===== src/rtl/buzzer_pkg.sv =====
// Shared definitions for the buzzer sequencer and related timers.
package buzzer_pkg;

    localparam int DEFAULT_CLK_HZ  = 1_000_000;
    localparam int DEFAULT_TICK_HZ = 1_000;

    typedef enum logic [1:0] {
        IDLE = 2'd0,
        ON   = 2'd1,
        OFF  = 2'd2
    } buzzer_state_t;

    // Number of system clocks per time-base tick.
    function automatic int tick_div(input int clk_hz, input int tick_hz);
        return clk_hz / tick_hz;
    endfunction

endpackage


===== src/rtl/buzzer_tick_gen.sv =====
// Time-base prescaler: counts 0..TICKDIV-1 and flags the terminal count.
module buzzer_tick_gen #(
    parameter int TICKDIV = 1000
) (
    input  logic clk,
    input  logic rst_n,
    input  logic enable,
    input  logic clear,
    output logic tick
);

    localparam int CW = (TICKDIV > 2) ? $clog2(TICKDIV) : 1;
    localparam logic [CW-1:0] LAST = CW'(TICKDIV - 1);

    logic [CW-1:0] count;

    // Free-running prescaler with synchronous clear, advancing only while enabled.
    always_ff @(posedge clk or negedge rst_n) begin
        if (!rst_n) begin
            count <= '0;
        end else if (clear) begin
            count <= '0;
        end else if (enable) begin
            if (count == LAST) begin
                count <= '0;
            end else begin
                count <= count + 1'b1;
            end
        end
    end

    // Tick is independent of clear so the user can clear on tick without a loop.
    assign tick = enable && (count == LAST);

endmodule


===== src/rtl/buzzer_seq.sv =====
// Beep-pattern generator: plays repeat_n tone bursts with on/off gaps.
module buzzer_seq
    import buzzer_pkg::*;
#(
    parameter int CLK_HZ  = DEFAULT_CLK_HZ,
    parameter int TICK_HZ = DEFAULT_TICK_HZ,
    parameter int DIV_W   = 16,
    parameter int MS_W    = 10,
    parameter int CNT_W   = 4
) (
    input  logic             clk,
    input  logic             rst_n,
    input  logic             start,
    input  logic             stop,
    input  logic [DIV_W-1:0] half_period,
    input  logic [MS_W-1:0]  on_ticks,
    input  logic [MS_W-1:0]  off_ticks,
    input  logic [CNT_W-1:0] repeat_n,
    output logic             busy,
    output logic             done,
    output logic             buzzer_out
);

    localparam int TICKDIV = tick_div(CLK_HZ, TICK_HZ);

    buzzer_state_t    state;
    logic [DIV_W-1:0] hp_lat;
    logic [MS_W-1:0]  on_lat;
    logic [MS_W-1:0]  off_lat;
    logic [CNT_W-1:0] rep_lat;
    logic [DIV_W-1:0] tone_cnt;
    logic [MS_W-1:0]  tick_cnt;
    logic [CNT_W-1:0] burst_cnt;
    logic [CNT_W-1:0] burst_next;
    logic             tick;
    logic             tick_clear;
    logic             on_end;
    logic             off_end;

    buzzer_tick_gen #(
        .TICKDIV (TICKDIV)
    ) u_tick_gen (
        .clk    (clk),
        .rst_n  (rst_n),
        .enable (state != IDLE),
        .clear  (tick_clear),
        .tick   (tick)
    );

    // Phase-end detection; the prescaler restarts on every state change.
    always_comb begin
        burst_next = burst_cnt + 1'b1;
        on_end     = (state == ON)  && tick && (tick_cnt == on_lat - MS_W'(1));
        off_end    = (state == OFF) && tick && (tick_cnt == off_lat - MS_W'(1));
        tick_clear = (state == IDLE) || stop || on_end || off_end;
    end

    // Main sequencer: state, tone divider, tick/burst counters and outputs.
    always_ff @(posedge clk or negedge rst_n) begin
        if (!rst_n) begin
            state      <= IDLE;
            hp_lat     <= '0;
            on_lat     <= '0;
            off_lat    <= '0;
            rep_lat    <= '0;
            tone_cnt   <= '0;
            tick_cnt   <= '0;
            burst_cnt  <= '0;
            busy       <= 1'b0;
            done       <= 1'b0;
            buzzer_out <= 1'b0;
        end else begin
            done <= 1'b0;
            case (state)
                IDLE: begin
                    if (start && !stop) begin
                        hp_lat     <= (half_period == '0) ? DIV_W'(1) : half_period;
                        on_lat     <= (on_ticks == '0) ? MS_W'(1) : on_ticks;
                        off_lat    <= off_ticks;
                        rep_lat    <= repeat_n;
                        tone_cnt   <= '0;
                        tick_cnt   <= '0;
                        burst_cnt  <= '0;
                        buzzer_out <= 1'b0;
                        busy       <= 1'b1;
                        state      <= ON;
                    end
                end
                ON: begin
                    if (stop) begin
                        state      <= IDLE;
                        busy       <= 1'b0;
                        buzzer_out <= 1'b0;
                        tone_cnt   <= '0;
                        tick_cnt   <= '0;
                    end else if (on_end) begin
                        burst_cnt  <= burst_next;
                        tick_cnt   <= '0;
                        tone_cnt   <= '0;
                        buzzer_out <= 1'b0;
                        if ((rep_lat != '0) && (burst_next == rep_lat)) begin
                            state <= IDLE;
                            busy  <= 1'b0;
                            done  <= 1'b1;
                        end else if (off_lat != '0) begin
                            state <= OFF;
                        end else begin
                            state <= ON;
                        end
                    end else begin
                        if (tick) begin
                            tick_cnt <= tick_cnt + 1'b1;
                        end
                        if (tone_cnt == hp_lat - DIV_W'(1)) begin
                            tone_cnt   <= '0;
                            buzzer_out <= ~buzzer_out;
                        end else begin
                            tone_cnt <= tone_cnt + 1'b1;
                        end
                    end
                end
                OFF: begin
                    if (stop) begin
                        state      <= IDLE;
                        busy       <= 1'b0;
                        buzzer_out <= 1'b0;
                        tick_cnt   <= '0;
                    end else if (off_end) begin
                        state      <= ON;
                        tick_cnt   <= '0;
                        tone_cnt   <= '0;
                        buzzer_out <= 1'b0;
                    end else if (tick) begin
                        tick_cnt <= tick_cnt + 1'b1;
                    end
                end
                default: begin
                    state      <= IDLE;
                    busy       <= 1'b0;
                    buzzer_out <= 1'b0;
                end
            endcase
        end
    end

endmodule

===== config.mk =====
export PLATFORM = sky130hd
export DESIGN_NAME = buzzer_seq
export DESIGN_NICKNAME = d
export VERILOG_FILES = /design/src/rtl/buzzer_pkg.sv /design/src/rtl/buzzer_tick_gen.sv /design/src/rtl/buzzer_seq.sv
export SDC_FILE = /design/constraint.sdc
export NUM_CORES = 1
export LEC_CHECK = 0
export CAP_MARGIN = 30
export CORE_ASPECT_RATIO = 1.4
export CORE_MARGIN = 1.5
export CORE_UTILIZATION = 60
export CTS_BUF_LIST = sky130_fd_sc_hd__clkbuf_8
export CTS_CLUSTER_DIAMETER = 120
export DETAILED_ROUTE_END_ITERATION = 12
export GPL_ROUTABILITY_DRIVEN = 1
export PLACE_DENSITY = 0.82
export SETUP_SLACK_MARGIN = 0.02
export SYNTH_ARGS = -nofsm -noshare
export SYNTH_HDL_FRONTEND = slang
export SYNTH_HIERARCHICAL = 1
export SYNTH_SLANG_ARGS = --single-unit

===== constraint.sdc =====
create_clock -name clk -period 6.68 [get_ports clk]
set_clock_uncertainty 0.2 [all_clocks]
set_input_delay 1.336 -clock clk [delete_from_list [all_inputs] [get_ports clk]]
set_output_delay 1.336 -clock clk [all_outputs]
set_load 0.01 [all_outputs]

# After elaboration in Yosys (flattened, before gate mapping)
# Index checks and enable logic that the tools add are counted.
op_classes:
  addsub: 7
  eq_ne: 17
  muxes: 48
  bitwise_logic: 1
  n_reduce_logical: 27
op_table:
  columns: ["op", "n"]
  rows:
  - ["$mux W16", 7]
  - ["$mux W10", 10]
  - ["$pmux W16 S3", 1]
  - ["$pmux W10 S3", 1]
  - ["$add A10 B1 Y10 const B", 2]
  - ["$eq A10 B10 Y1", 2]
  - ["$sub A10 B1 Y10 const B", 2]
  - ["$add A16 B1 Y16 const B", 1]
  - ["$eq A16 B16 Y1", 1]
  - ["$logic_not A16 Y1", 1]
  - ["$sub A16 B1 Y16 const B", 1]
  - ["$mux W1", 15]
  - ["$mux W2", 7]
  - ["$mux W4", 3]
  - ["$reduce_and A4 Y1", 3]
  - ["$eq A10 B10 Y1 const B", 1]
  - ["$logic_not A10 Y1", 1]
  - ["$ne A2 B2 Y1 const B", 5]
  - ["$reduce_bool A10 Y1", 1]
  - ["$pmux W4 S2", 1]
  - ["$logic_and A1 B1 Y1", 7]
  - ["$ne A3 B3 Y1 const B", 2]
  - ["$pmux W1 S3", 2]
  - ["$pmux W2 S3", 1]
  - ["16 further kinds", 22]
totals:
  register_bits: 85
  in_bits: 44
  output_inout_bits: 3
  word_cells: 112

# Logic depth before layout (Yosys ltp)
# Gate-level depths: netlist of run 1.
depth:
  depth_word: 7
  ltp_mapped: 16
  mapped_depth_nobuf: 13

# Cells and area by module
# Netlist of run 1, hierarchy kept.
modules_own_cells:
  columns: ["mod", "instances", "cells_each", "area_per_inst_um2"]
  rows:
  - ["buzzer_seq", 1, 508, 5047.3]
  - ["buzzer_tick_gen", 1, 63, 625.6]

# Least setup slack after synthesis of run 1
# OpenSTA, ideal clock, no wires.
synth_path:
  path_type: "register to register"
  start: "register state[0]"
  end: "register u_tick_gen.count[5]"
  setup_time_ns: 0.078
  arrival_ns: 3.551
  t_required_ns: 6.402
  slack_ns: 2.851
  stages_incl_launch_ff: 16
  n_path_buf: 3
  synth_period_minus_slack_ns: 3.829
  path_cell_list: "dfrtp_1 > inv_1 > ha_1 > clkbuf_1 > inv_1 > buf_6 > inv_1 > nor4_1 > o2111a_1 > nand4_1 > or4_1 > nand4_1 > buf_6 > o211ai_1 > or3_2 > a21oi_1"
synth_via:
  elab_chain_cells: 7
  elab_cells_between_ends: 14
  cone_classes: "2 x eq/ne; 1 x mux; 11 x reduce/logical"
synth_rtl:
  columns: ["item", "line_no", "source"]
  rows:
  - ["start: declaration", "buzzer_seq.sv:26", "buzzer_state_t state;"]
  - ["start signal: assignment", "buzzer_seq.sv:61", "state <= IDLE;"]
  - ["start signal: assignment", "buzzer_seq.sv:86", "state <= ON;"]
  - ["start signal: assignment", "buzzer_seq.sv:91", "state <= IDLE;"]
  - ["$reduce_bool A2 Y1 (*)", "buzzer_seq.sv:45", ".enable (state != IDLE),"]
  - ["$logic_and A1 B1 Y1 (*)", "buzzer_tick_gen.sv:33", "assign tick = enable && (count == LAST);"]
  - ["net tick", "buzzer_seq.sv:35", "logic tick;"]
  - ["$logic_and A1 B1 Y1 (2 in a row)", "buzzer_seq.sv:53", "on_end = (state == ON) && tick && (tick_cnt == on_lat - MS_W'(1));"]
  - ["$logic_or A1 B1 Y1", "buzzer_seq.sv:55", "tick_clear = (state == IDLE) || stop || on_end || off_end;"]
  - ["$logic_or A1 B1 Y1 (*)", "buzzer_seq.sv:55", null]
  - ["net tick_clear", "buzzer_seq.sv:36", "logic tick_clear;"]
  - ["$mux W10 or $reduce_bool A2 Y1 (tied branches)", null, null]
  - ["end signal: assignment", "buzzer_tick_gen.sv:27", "count <= count + 1'b1;"]
  - ["end: declaration", "buzzer_tick_gen.sv:15", "logic [CW-1:0] count;"]
# Mark *: on every way through the listed nets, which the timed path passes. The rest lies on a longest branch.
# A chain may end at the register's enable or synchronous reset.

# Worst setup path in the final report of run 1
layout_path:
  start: "input port stop"
  end: "register tone_cnt[8]"
layout_via:
  elab_chain_cells: 4
  elab_cells_between_ends: 7
  cone_classes: "2 x eq/ne; 2 x mux; 3 x reduce/logical"
layout_rtl:
  columns: ["item", "line_no", "source"]
  rows:
  - ["start: declaration", "buzzer_seq.sv:14", "input logic stop,"]
  - ["$logic_not A1 Y1", "buzzer_seq.sv:76", "if (start && !stop) begin"]
  - ["$logic_and A1 B1 Y1", "buzzer_seq.sv:76", null]
  - ["$ne A2 B1 Y1 (no source line)", null, null]
  - ["$reduce_and A4 Y1 (no source line)", null, null]
  - ["end signal: assignment", "buzzer_seq.sv:118", "tone_cnt <= tone_cnt + 1'b1;"]
  - ["end: declaration", "buzzer_seq.sv:31", "logic [DIV_W-1:0] tone_cnt;"]
# Parallel ways exist; a longest one is shown, timed or not.

==> impl_metrics.csv, run 1 <==
group,metric,value,unit
job,max_cap_viol_count,0,
global_route,first_global_vias,4656,
synth,synth_compound_area_share,16.94,%
cells_and_area,fin_nets,657,
sta,setup_tns,0,ns
min_path,hold_path_depth,1,
sta,period_needed,4.653,ns
global_route,grt_antenna_before_repair,0,
synth,ys.flop_type,"dfrtp_1",
clock_tree,root_buffer,"clkbuf_8",
placement,portBuffers,46,
clock_tree,cts_tree,"yes",
clock_tree,h-tree-depth,3,
cells_and_area,regArea,2127,um^2
cells_and_area,drive_above_1_share,13.18,%
floorplan,num_rows,41,
clock_tree,cts_buffer_depth,2,
synth,synth-adder-area-share,2.426,%
sta,worstMarginPinSlew,1.027,ns
placement,dp_hpwl,9576,um
setup_path,cp.depth,7,
synth,syn_inst,571,
synth,synth_area,5673,um^2
synth,yosysTopAreaCellShare,37.49,%
synth,synth_top_family_by_area,"simple AND/OR/NAND/NOR gates",
clock_tree,postCtsSetupBuffers,0,
route,wire_per_inst,18.31,um
run_status,status,"complete, no violations",
global_route,grt_overflow_total,0,
synth,synth_cell_types,70,
setup_path,path_buf_inv,1,
power_and_ir_drop,power,2.191,mW
clock_tree,cts-hold-fix-buffers,0,
clock_tree,insertion_delay,0.37,ns
route,viasPerCell,6.497,
route,dr.pass1.iters,5,
sta,rsz0062_at_grt,"no",
floorplan,core-area,9080,um^2
synth,synth_enable_flop_cells,0,
synth,synth_top_cell_by_area,"dfrtp_1",
global_route,grt_first_pass_wirelength,21900,um
route,route.detailed.drc,0,
floorplan,design.die.area,10060,um^2
route,drt_iter0_drc,339,
synth,muxShareOfSynthArea,8.469,%
clock_tree,clock-sinks,85,
cells_and_area,antenna_cells,0,
global_route,use_met2,48.16,%
sta,period_share,69.66,%
setup_path,r2r_cells,12,
sta,slew_viol_final,0,
sta,max_freq,214.9,MHz
cells_and_area,fillers,681,
global_route,grt_max_degree,60,
route,vias,4639,
synth,synth_nets,626,
synth,ys_ff_latch,85,
sta,slew_headroom,30.98,%
setup_path,required,6.79,ns
cells_and_area,syn_to_final_growth,10.98,%
cells_and_area,final_cell_count_no_fill,714,
setup_path,critPathMaxFanout,18,
placement,dp.cells,697,
setup_path,slowest_delay,0.81,ns
floorplan,die_x,85.18,um
synth,avgSynthCellArea,9.935,um^2
power_and_ir_drop,powerDensity,347.9,nW/um^2
cells_and_area,multiInputGateArea,3283,um^2
setup_path,arrival,4.76,ns
floorplan,io_pins,47,
clock_tree,cts_made_buffers,9,
cells_and_area,final_cell_mix,"dfrtp_1 (85), clkdlybuf4s50_1 (45), mux2_2 (39), nor2_1 (31), xor2_1 (31)",
setup_path,worstSetupEndpointType,"flop",
setup_path,crit_slowest_cell,"a21oi_1",
synth,ys.warnings.count,6,
route,ant_nets,0,
synth,async_flop_share,100.0,%
sta,finalSetupViolCount,0,
setup_path,crit_chain,"clkdlybuf4s50_1 -> nand2b_1 -> a21oi_1 -> and2_1 -> a32o_1 -> nor4b_4 -> a22o_1",
setup_path,cpLargestDelayFamily,"compound AO/OA/AOI/OAI gates",
clock_tree,path_clk_slew,0.08,ns
route,wl,13070,um
setup_path,worstSetupPathType,"in2reg",
setup_path,start_kind,"input port",
clock_tree,cts.repair.resized,0,
global_route,grt.total_usage,27.03,%
synth,synth-xor-area-share,8.646,%
synth,synth-simple-area-share,21.31,%
placement,gp_congestion,0.9466,
floorplan,start_util,62.48,%
synth,netlist_top_cells_area,"dfrtp_1 (37%), mux2_2 (7.7%), xor2_1 (4.8%)",
min_path,hold_path.class,"reg2reg",
floorplan,die_h,118.1,um
global_route,use_met1,32.72,%
power_and_ir_drop,peakVddDrop,0.0002234,V
sta,worst_hold_slack,0.3366,ns
power_and_ir_drop,p_leak,2.645,nW
sta,hold_viol_final,0,
synth,ys_seq_area_share,37.49,%
global_route,grt.busiest_layer,"met2",
global_route,grtUsageMet3,4.067,%
cells_and_area,layout_commonest_cell,"dfrtp_1",
==> where the power goes <==
group | total, mW | internal, mW | switching [mW]
registers | 0.872 | 0.656 | 0.216
clock network | 0.313 | 0.130 | 0.184
logic | 1.01 | 0.471 | 0.535
==> per-layer routing <==
metal  up-vias  routed length [um]
met5         -                   0
met3        20                 397
met1      2315                5522
met2       104                6918
met4         0                 232
li1       2200                   -
==> through the flow <==
| step | util, % | area [um^2] | worst slack (ns) |
|---|---|---|---|
| 3_3_place_gp | 67.30 | 6111 | 1.808 |
| 5_1_grt | 69.34 | 6296 | 1.805 |
| 3_5_place_dp | 67.52 | 6131 | 1.689 |
| 4_1_cts | 69.28 | 6291 | 1.829 |
| 2_1_floorplan | - | 5673 | 2.851 |
| 6_report | 69.34 | 6296 | 2.027 |
==> area by class of cell <==
class                           instances  area share [%]
Sequential cell                        85           33.78
Clock inverter                          7          0.5763
Multi-Input combinational cell        431           52.15
Timing Repair Buffer                   50           7.909
Clock buffer                            9           1.967
Inverter                               25           1.490
Tap cell                              107           2.126
==> flip-flops by register name, summed over array words and instances, names as in the netlist <==
register,flops
burst_cnt,4
busy,1
buzzer_out,1
done,1
hp_lat,16
off_lat,10
on_lat,10
rep_lat,4
state,2
tick_cnt,10
tone_cnt,16
u_tick_gen/count,10
==> logic make-up after synthesis <==
logic type                 count (synthesis)
xor gates and xnor gates                  56
AOI/OAI and AO/OA                        120
buffers and inverters                     55
adders and majority gates                 11
muxes                                     43
and+or+nand+nor                          201
DFF                                       85
==> cells in the mapped netlist, types with 3 or more instances <==
cell	instances
buf_6	5
mux2_2	39
xnor2_1	25
nand4b_1	3
and2_1	5
nand2_1	28
a21o_1	3
nor2_1	31
or3_1	3
ha_1	11
nand4_1	11
dfrtp_1	85
o2111ai_1	3
nor2b_1	12
nor3_1	17
nor4_1	15
a211oi_1	3
buf_2	3
a21oi_1	30
clkbuf_1	16
o21ai_0	9
nor4_4	3
o2111a_1	3
nor3b_1	3
o31ai_1	3
or4_1	8
xor2_1	31
a311oi_1	3
nand2b_1	6
a22o_1	16
and4_1	4
mux2i_1	3
buf_4	5
nand3_1	21
o41ai_1	10
a31oi_1	6
o41ai_2	5
and3_1	16
inv_1	25
nand3b_1	4
o211ai_1	4
==> path summary, 6_finish.rpt <==
| check | end | start | slack, ns |
|---|---|---|---|
| setup / recovery | tone_cnt[8] | stop | 2.03 |
| hold / removal | hp_lat[15] | hp_lat[15] | 0.34 |
| setup reg to reg | tone_cnt[8] | state[0] | 2.36 |
| hold reg to reg | hp_lat[15] | hp_lat[15] | 0.34 |
| max in group asynchronous | hp_lat[12] | rst_n | 4.50 |
| min in group asynchronous | done | rst_n | 0.66 |
Power figures use the tool's default switching activity.
==> run 2: changes to the inputs <==
Settings changed: CORE_UTILIZATION 60 to 55, PLACE_DENSITY 0.82 to 0.79.
Clock period 6.68 ns to 4.2 ns, I/O delays scaled along.
==> run 2 against run 1 <==
Against the previous run: worst hold slack got worse by 0.090 ns; power increased by 66%; worst setup slack got worse by 1.7 ns; register-to-register slack got worse by 2.0 ns; sequential share of layout area decreased by 0.81 points; cell count increased by 4.9%; sequential cell count unchanged; first-iteration DRC count decreased by 11%; wire length decreased by 0.84%; count of clock-buffer cells in the layout increased by 3.
==> impl_metrics.csv, run 2 (same netlist as run 1, synthesis figures left out) <==
group,metric,value,unit
run_status,status,"complete, no violations",
setup_path,path_buf_inv,4,
floorplan,design.die.area,10940,um^2
clock_tree,cts_tree,"yes",
cells_and_area,fillers,782,
setup_path,critPathMaxFanout,10,
global_route,grt_antenna_before_repair,0,
setup_path,slowest_delay,0.57,ns
job,max_cap_viol_count,0,
power_and_ir_drop,powerDensity,562.5,nW/um^2
clock_tree,path_clk_slew,0.08,ns
setup_path,required,4.30,ns
sta,worst_hold_slack,0.2465,ns
sta,rsz0062_at_grt,"no",
sta,hold_viol_final,0,
clock_tree,cts-hold-fix-buffers,0,
setup_path,start_kind,"flop",
placement,portBuffers,46,
clock_tree,h-tree-depth,3,
route,viasPerCell,6.318,
floorplan,die_x,88.84,um
sta,finalSetupViolCount,0,
floorplan,num_rows,43,
floorplan,io_pins,47,
route,route.detailed.drc,0,
floorplan,core-area,9953,um^2
sta,worstMarginPinSlew,0.8423,ns
setup_path,worstSetupEndpointType,"flop",
global_route,grt_max_degree,46,
sta,period_needed,3.873,ns
route,dr.pass1.iters,4,
setup_path,r2r_cells,13,
cells_and_area,final_cell_mix,"dfrtp_1 (85), clkdlybuf4s50_1 (45), mux2_2 (39), nor2_1 (31), xor2_1 (31)",
setup_path,rrSetupSlack,0.33,ns
cells_and_area,largestRegisters,"hp_lat x16, tone_cnt x16",
sta,fin_ws,0.3273,ns
clock_tree,root_buffer,"clkbuf_8",
setup_path,timing.rr.start,"state[0]",
route,wl,12960,um
clock_tree,insertion_delay,0.37,ns
setup_path,arrival,3.97,ns
power_and_ir_drop,peakVddDrop,0.0003422,V
setup_path,rr_endpoint,"u_tick_gen/count[5]",
floorplan,start_util,57.00,%
setup_path,crit_slowest_cell,"or4_4",
power_and_ir_drop,power,3.628,mW
placement,dp.cells,733,
global_route,grt.total_usage,25.32,%
setup_path,cpLargestDelayFamily,"simple AND/OR/NAND/NOR gates",
sta,max_freq,258.2,MHz
clock_tree,clock-sinks,85,
setup_path,crit_chain,"inv_1 -> ha_1 -> inv_2 -> inv_1 -> nor4_2 -> buf_4 -> o2111a_1 -> nand4_1 -> or4_4 -> nand4_1 -> o211ai_1 -> or3_2 -> a21oi_1",
clock_tree,cts_made_buffers,9,
route,ant_nets,0,
clock_tree,cts_buffer_depth,2,
placement,place_ws,0.1149,ns
sta,period_share,92.21,%
min_path,hold_path.class,"in2async",
placement,dp_hpwl,9397,um
global_route,first_global_vias,4738,
global_route,grt_overflow_total,0,
sta,slew_headroom,43.64,%
setup_path,worstSetupPathType,"reg2reg",
cells_and_area,fin_nets,666,
cells_and_area,drive_above_1_share,14.98,%
cells_and_area,antenna_cells,0,
cells_and_area,layout_commonest_cell,"dfrtp_1",
route,wire_per_inst,17.31,um
cells_and_area,final_cell_count_no_fill,749,
route,drt_iter0_drc,303,
sta,slew_viol_final,0,
power_and_ir_drop,p_leak,2.704,nW
sta,setup_tns,0,ns
placement,gp_congestion,0.9038,
floorplan,die_h,123.2,um
route,vias,4732,
global_route,grt_first_pass_wirelength,21710,um
cells_and_area,syn_to_final_growth,13.70,%
==> run 2: cell types whose count changed in the layout (fill, tap and decap cells not counted), sizes merged <==
cell	delta
clkinv	-2
clkbuf	+3
inv	-2
buf	+9
clkinvlp	-2
bufinv	+1
==> run 2: metrics by stage <==
| stage | utilization, % | area (um^2) |
|---|---|---|
| 6_report | 64.80 | 6450 |
| 5_1_grt | 64.80 | 6450 |
| 4_1_cts | 64.55 | 6425 |
| 3_5_place_dp | 62.55 | 6226 |
| 3_3_place_gp | 62.35 | 6206 |
| 2_1_floorplan | - | 5673 |
==> run 2: layout make-up <==
class	count	area, um^2	area share [%]
flip-flops and latches	85	2127	32.98
clock inverters	2	33.78	0.5238
multi-input cells	431	3293	51.06
well taps	135	168.9	2.619
inverters	25	93.84	1.455
repair buffers	59	568.0	8.807
clock buffers	12	165.2	2.561
==> run 2: metal layers <==
metal | up-vias | global-route usage [%] | routed length [um]
li1 | 2221 | - | -
met1 | 2350 | 30.12 | 5299
met2 | 119 | 43.32 | 6821
met3 | 42 | 3.138 | 364
met4 | 0 | 14.75 | 477
met5 | - | 0 | 0
==> run 2: worst max path at each step <==
stage | cells after the start | end | start
final | 13 | u_tick_gen/count[5] | state[0]
after floorplan | 15 | u_tick_gen/count[5] | state[0]
after global placement | 13 | u_tick_gen/count[5] | state[0]
after CTS | 13 | u_tick_gen/count[5] | state[0]
after detailed placement | 13 | u_tick_gen/count[7] | state[0]
after global routing | 13 | u_tick_gen/count[5] | state[0]
==> run 2: where the power goes <==
part	switching, mW	internal (mW)	total [mW]
Combinational	0.860	0.781	1.64
Clock	0.284	0.315	0.599
Sequential	0.345	1.04	1.39
==> run 2: what timing repair did <==
action / in CTS / in global routing
buffers inserted: 0 / 2
resized for setup: 0 / 3
endpoints found under the setup margin: 0 / 5
==> run 3: changes to the inputs <==
Settings changed: SKIP_CTS_REPAIR_TIMING set to 1.
==> results of run 3 <==
No change in the layout: final DEF, timing and power equal those of run 2.
